`config.mk`:
```
export PLATFORM = sky130hd
export DESIGN_NAME = hilo_div_ctrl_flat
export DESIGN_NICKNAME = d
export VERILOG_FILES = /design/src/rtl/hilo_div_ctrl_if.sv /design/src/rtl/hilo_div_ctrl.sv /design/src/flat_wrapper.sv
export SDC_FILE = /design/constraint.sdc
export NUM_CORES = 1
export LEC_CHECK = 0
export ABC_AREA = 0
export BUFFER_PORTS_ARGS = -buffer_cell sky130_fd_sc_hd__buf_4
export CAP_MARGIN = 5
export CORE_MARGIN = 2
export CORE_UTILIZATION = 45
export CTS_BUF_LIST = sky130_fd_sc_hd__clkbuf_8
export CTS_CLUSTER_SIZE = 16
export DETAILED_ROUTE_END_ITERATION = 7
export PLACE_DENSITY = 0.9
export SYNTH_ARGS = -nofsm -noshare
export SYNTH_HDL_FRONTEND = slang
export SYNTH_SLANG_ARGS = --single-unit
```
`constraint.sdc`:
```
create_clock -name clk -period 5.8 [get_ports clk]
set_clock_uncertainty 0.15 [all_clocks]
set_input_delay 1.74 -clock clk [delete_from_list [all_inputs] [get_ports clk]]
set_output_delay 1.74 -clock clk [all_outputs]
set_load 0.03 [all_outputs]
```
`src/rtl/hilo_div_ctrl_if.sv`:
```
// Request channel between the EX stage and the HI/LO divide controller.
interface hilo_div_ctrl_if;
   logic        div_valid;
   logic        div_signed;
   logic [31:0] div_a;
   logic [31:0] div_b;
   logic        flush;
   logic        req_ready;

   modport master (
      output div_valid, div_signed, div_a, div_b, flush,
      input  req_ready
   );

   modport slave (
      input  div_valid, div_signed, div_a, div_b, flush,
      output req_ready
   );
endinterface

```
`src/rtl/hilo_div_ctrl.sv`:
```
// Sequencing controller for the 32-cycle iterative divider; owns the
// architectural HI/LO registers, MTHI/MTLO writes, flush and div-by-zero.
module hilo_div_ctrl #(
   parameter bit BYPASS_DIV0 = 1'b1
) (
   input  logic                  clk,
   input  logic                  resetn,
   hilo_div_ctrl_if.slave        req,
   input  logic                  hi_we,
   input  logic                  lo_we,
   input  logic [31:0]           hilo_wdata,
   output logic [31:0]           hi,
   output logic [31:0]           lo,
   output logic                  hilo_busy,
   output logic                  done,
   output logic                  dv_start,
   output logic                  dv_sign,
   output logic [31:0]           dv_dividend,
   output logic [31:0]           dv_divider,
   input  logic                  dv_ready,
   input  logic [31:0]           dv_quotient,
   input  logic [31:0]           dv_remainder
);

   typedef enum logic [1:0] {IDLE, ISSUE, WAIT, DRAIN} state_e;

   state_e      state_q, state_d;
   logic [31:0] hi_q, hi_d;
   logic [31:0] lo_q, lo_d;
   logic [31:0] dividend_q, dividend_d;
   logic [31:0] divider_q, divider_d;
   logic        sign_q, sign_d;
   logic        start_q, start_d;
   logic        done_q, done_d;

   logic        ready;
   logic        accept;
   logic        div0;
   logic        capture;

   // The divider has no reset, so its dv_ready gates every acceptance.
   assign ready   = (state_q == IDLE) && dv_ready && !req.flush;
   assign accept  = req.div_valid && ready;
   assign div0    = BYPASS_DIV0 && (req.div_b == 32'd0);
   assign capture = (state_q == WAIT) && dv_ready && !req.flush;

   always_ff @(posedge clk or negedge resetn) begin
      if (!resetn) begin
         state_q    <= IDLE;
         hi_q       <= '0;
         lo_q       <= '0;
         dividend_q <= '0;
         divider_q  <= '0;
         sign_q     <= 1'b0;
         start_q    <= 1'b0;
         done_q     <= 1'b0;
      end else begin
         state_q    <= state_d;
         hi_q       <= hi_d;
         lo_q       <= lo_d;
         dividend_q <= dividend_d;
         divider_q  <= divider_d;
         sign_q     <= sign_d;
         start_q    <= start_d;
         done_q     <= done_d;
      end
   end

   always_comb begin
      state_d = state_q;
      case (state_q)
         IDLE: begin
            if (accept && !div0) state_d = ISSUE;
         end
         ISSUE: begin
            state_d = req.flush ? DRAIN : WAIT;
         end
         WAIT: begin
            if (req.flush)     state_d = DRAIN;
            else if (dv_ready) state_d = IDLE;
         end
         DRAIN: begin
            if (dv_ready) state_d = IDLE;
         end
         default: state_d = IDLE;
      endcase
   end

   always_comb begin
      hi_d       = hi_q;
      lo_d       = lo_q;
      dividend_d = dividend_q;
      divider_d  = divider_q;
      sign_d     = sign_q;
      start_d    = (state_d == ISSUE);
      done_d     = 1'b0;

      if (!hilo_busy && hi_we) hi_d = hilo_wdata;
      if (!hilo_busy && lo_we) lo_d = hilo_wdata;

      // Operands stay put until the next accept: the divider's sign fix-up
      // of quotient/remainder is combinational on them.
      if (accept) begin
         sign_d     = req.div_signed;
         dividend_d = req.div_a;
         divider_d  = req.div_b;
      end

      if (accept && div0) begin
         hi_d   = req.div_a;
         lo_d   = 32'hFFFF_FFFF;
         done_d = 1'b1;
      end

      if (capture) begin
         lo_d   = dv_quotient;
         hi_d   = dv_remainder;
         done_d = 1'b1;
      end
   end

   assign req.req_ready = ready;
   assign hilo_busy     = (state_q != IDLE);
   assign hi            = hi_q;
   assign lo            = lo_q;
   assign done          = done_q;
   assign dv_start      = start_q;
   assign dv_sign       = sign_q;
   assign dv_dividend   = dividend_q;
   assign dv_divider    = divider_q;

endmodule
```
`src/flat_wrapper.sv`:
```
// flat-port wrapper written by rule: the top's interface ports become plain ports
module hilo_div_ctrl_flat 
#(
   parameter bit BYPASS_DIV0 = 1'b1
)
  (clk, resetn, hi_we, lo_we, hilo_wdata, hi, lo, hilo_busy, done, dv_start, dv_sign, dv_dividend, dv_divider, dv_ready, dv_quotient, dv_remainder, req_div_valid, req_div_signed, req_div_a, req_div_b, req_flush, req_req_ready);
  hilo_div_ctrl_if req_i ();
  input  logic clk;
  input  logic resetn;
  input  logic hi_we;
  input  logic lo_we;
  input  logic [31:0] hilo_wdata;
  output logic [31:0] hi;
  output logic [31:0] lo;
  output logic hilo_busy;
  output logic done;
  output logic dv_start;
  output logic dv_sign;
  output logic [31:0] dv_dividend;
  output logic [31:0] dv_divider;
  input  logic dv_ready;
  input  logic [31:0] dv_quotient;
  input  logic [31:0] dv_remainder;
  input wire logic [$bits(req_i.div_valid)-1:0] req_div_valid;
  input wire logic [$bits(req_i.div_signed)-1:0] req_div_signed;
  input wire logic [$bits(req_i.div_a)-1:0] req_div_a;
  input wire logic [$bits(req_i.div_b)-1:0] req_div_b;
  input wire logic [$bits(req_i.flush)-1:0] req_flush;
  output wire logic [$bits(req_i.req_ready)-1:0] req_req_ready;
  assign req_i.div_valid = req_div_valid;
  assign req_i.div_signed = req_div_signed;
  assign req_i.div_a = req_div_a;
  assign req_i.div_b = req_div_b;
  assign req_i.flush = req_flush;
  assign req_req_ready = req_i.req_ready;
  hilo_div_ctrl #(.BYPASS_DIV0(BYPASS_DIV0)) u_core (.clk(clk), .resetn(resetn), .req(req_i), .hi_we(hi_we), .lo_we(lo_we), .hilo_wdata(hilo_wdata), .hi(hi), .lo(lo), .hilo_busy(hilo_busy), .done(done), .dv_start(dv_start), .dv_sign(dv_sign), .dv_dividend(dv_dividend), .dv_divider(dv_divider), .dv_ready(dv_ready), .dv_quotient(dv_quotient), .dv_remainder(dv_remainder));
endmodule
```
==> flow_metrics.tcl <==
set metrics [dict create \
    grt-ovfl-total 0 \
    drt_iter0_drc 250 \
    synth-seq-cells 133 \
    wire_per_inst_um 18.5 \
    final_antenna_net_count 0 \
    dr.pass1.iters 4 \
    setup_violations 0 \
    layout_setup_ws_ps 1520 \
    clk_pin_slew_ps 70 \
    cts_tree "built" \
    final_layout_size_suffix_gt1_share_pct 55.5 \
    dpl.hpwl_um 12900 \
    fillCellCount 983 \
    area_growth_syn_to_layout_pct 45.5 \
    postCtsSetupRepairBufs 0 \
    coreArea_um2 13200 \
    instances_no_fill 965 \
    arrival_ps 2390 \
    synth_ff_type "dfrtp_1" \
    dp_slack_ps 1460 \
    cts_hold_buf 0 \
    place_congestion 0.799 \
    max_slew_margin_pct 29.3 \
    max_freq_mhz 233 \
    tns_ps 0 \
    grt_pass1_wl_um 28000 \
    cts_made_buffers 17 \
    start_util_pct 46.2 \
    ctsLongestPathBuffers 2 \
    placed_cells 934 \
    viasPerCell 5.18 \
    status "complete, no violations" \
    cp-start-kind "primary input" \
    end_kind "output port" \
    dieArea_um2 14500 \
    final_max_slew_viol_count 0 \
    cts.sinks 133 \
    power_mw 5.01 \
    die_w_um 121 \
    place_area_um2 8520 \
    crit_type "in2out" \
    vias 5001 \
    peakVddDrop_mv 0.307 \
    min_path_type "reg2reg" \
    design_area_um2 8900 \
    period_share_pct 73.9 \
    grt_pass1_vias 5467 \
    pin_count 301 \
    syn_nets 648 \
    drc 0 \
    async_flop_share_pct 100 \
    hold_viol_final 0 \
    num_rows 42 \
    rsz0062_at_grt "false" \
    synthCells 480 \
    ctsHtreeMaxLevel 4 \
    clock_latency_ps 420 \
    die_h_um 121 \
    grt_usage_pct 25.2 \
    synth.avg_cell_area_um2 12.7 \
    ys_types 27 \
    antennaDiodeCount 0 \
    antenna_found_initial 0 \
    finalCriticalPeriod_ps 4280 \
    wirelength_um 17900 \
    cap_violations 0 \
    synth-seq-area-share_pct 54.4 \
    worstMarginPinSlew_ps 1060 \
    cp.required_ps 3910 \
    nets 945 \
    path_max_fanout 4 \
    grt_max_degree 77 \
    post_cts_resized 0 \
    port_buffers 300 \
    cts_root_buffer "clkbuf_8" \
    cellLeakagePower_nw 4.57 \
    synth_edf_count 0 \
    p_per_area_nw_per_um2 563 \
    yosysWarnings 0 \
    synth_area_um2 6120 \
]
-- final cells by class --
type	instances	area, µm²	area share [%]
clock inverter	12	115	1.29
clock buffer	19	262	2.94
inverter	65	244	2.74
multi-input combinational	253	2410	27.1
sequential	133	3330	37.4
tap	176	220	2.47
timing repair buffer	307	2320	26.0
-- cells in the final DEF (no fill, tap or decap) --
cell type	instances
buf_4	306
dfrtp_1	133
inv_1	68
mux2_2	65
mux2i_1	64
nor2_1	35
o22ai_1	33
a221oi_2	30
clkbuf_8	19
nor4_1	8
clkinv_2	4
nand2b_1	2
nand4_1	2
a221oi_1	2
bufinv_16	2
clkinvlp_4	2
a31oi_1	1
nor4b_4	1
nand2_4	1
and3_1	1
a21oi_1	1
nand4bb_4	1
o31ai_4	1
and2_1	1
nor2_4	1
nor3_4	1
o21a_2	1
a21oi_4	1
clkinv_4	1
buf_12	1
-- cells in the mapped netlist (2+ instances only) --
library cell,count,area (µm²)
a221oi_1,2,17.5
a221oi_2,30,450
buf_1,4,15.0
buf_2,11,55.1
buf_6,6,67.6
clkbuf_1,8,30.0
dfrtp_1,133,3330
inv_1,65,244
mux2_2,65,732
mux2i_1,64,641
nand2b_1,2,12.5
nand4_1,2,12.5
nor2_1,35,131
nor4_1,8,50.1
o22ai_1,33,206
-- through the flow --
stage / hold WS (ps) / util (%)
final: 360 / 67.2
after global routing: 369 / 67.2
after CTS: 361 / 67.2
after detailed placement: 344 / 64.4
after global placement: 338 / 64.4
after floorplan: 411 / -
-- where the power goes --
| group | leakage [nW] | switching (mW) | total (mW) | internal [mW] |
|---|---|---|---|---|
| Clock | 0.201 | 0.348 | 0.743 | 0.395 |
| Combinational | 2.81 | 1.56 | 2.64 | 1.08 |
| Sequential | 1.56 | 0.255 | 1.63 | 1.37 |
-- worst paths after layout --
check	start	to	slack, ps	depth (start not counted)
hold / removal	u_core.dv_divider[20]$_DFFE_PN0P_	u_core.dv_divider[20]$_DFFE_PN0P_	360	1
hold reg to reg	u_core.dv_divider[20]$_DFFE_PN0P_	u_core.dv_divider[20]$_DFFE_PN0P_	360	1
setup / recovery	req_flush	req_req_ready	1520	3
min in group asynchronous	resetn	u_core.dv_dividend[14]$_DFFE_PN0P_	1230	1
setup reg to reg	u_core.state_q[1]$_DFF_PN0_	u_core.hi[1]$_DFFE_PN0P_	3040	7
max in group asynchronous	resetn	u_core.dv_divider[27]$_DFFE_PN0P_	3410	2
-- flip-flops by register name, summed over array words and instances, names as in the netlist --
| name | flops |
|---|---|
| u_core.dv_start | 1 |
| u_core.hi | 32 |
| u_core.dv_dividend | 32 |
| u_core.dv_divider | 32 |
| u_core.state_q | 2 |
| u_core.done | 1 |
| u_core.dv_sign | 1 |
| u_core.lo | 32 |
-- logic make-up (layout without fill, tap and decap cells) --
kind of cell	Yosys count	count (layout)	synth area share (%)
flops	133	133	54.4
mux	129	129	22.4
buf+inv	94	403	6.73
compound gates	70	70	11.8
simple gates	54	54	4.62
-- critical path, stage by stage --
cell     delay (ps)
buf_4           130
nor4b_4         290
buf_4           230
-- per-layer routing --
metal / wire, µm / vias to the layer above / part of all wire (%) / track usage [%]
met5: 0 / - / 0 / 0
met4: 497 / 0 / 2.8 / 9.74
met3: 1650 / 32 / 9.2 / 8.44
met2: 9050 / 248 / 51 / 44.0
met1: 6670 / 2421 / 37 / 28.3
li1: - / 2300 / - / -
Note: power is estimated with default switching activity, not from simulation.
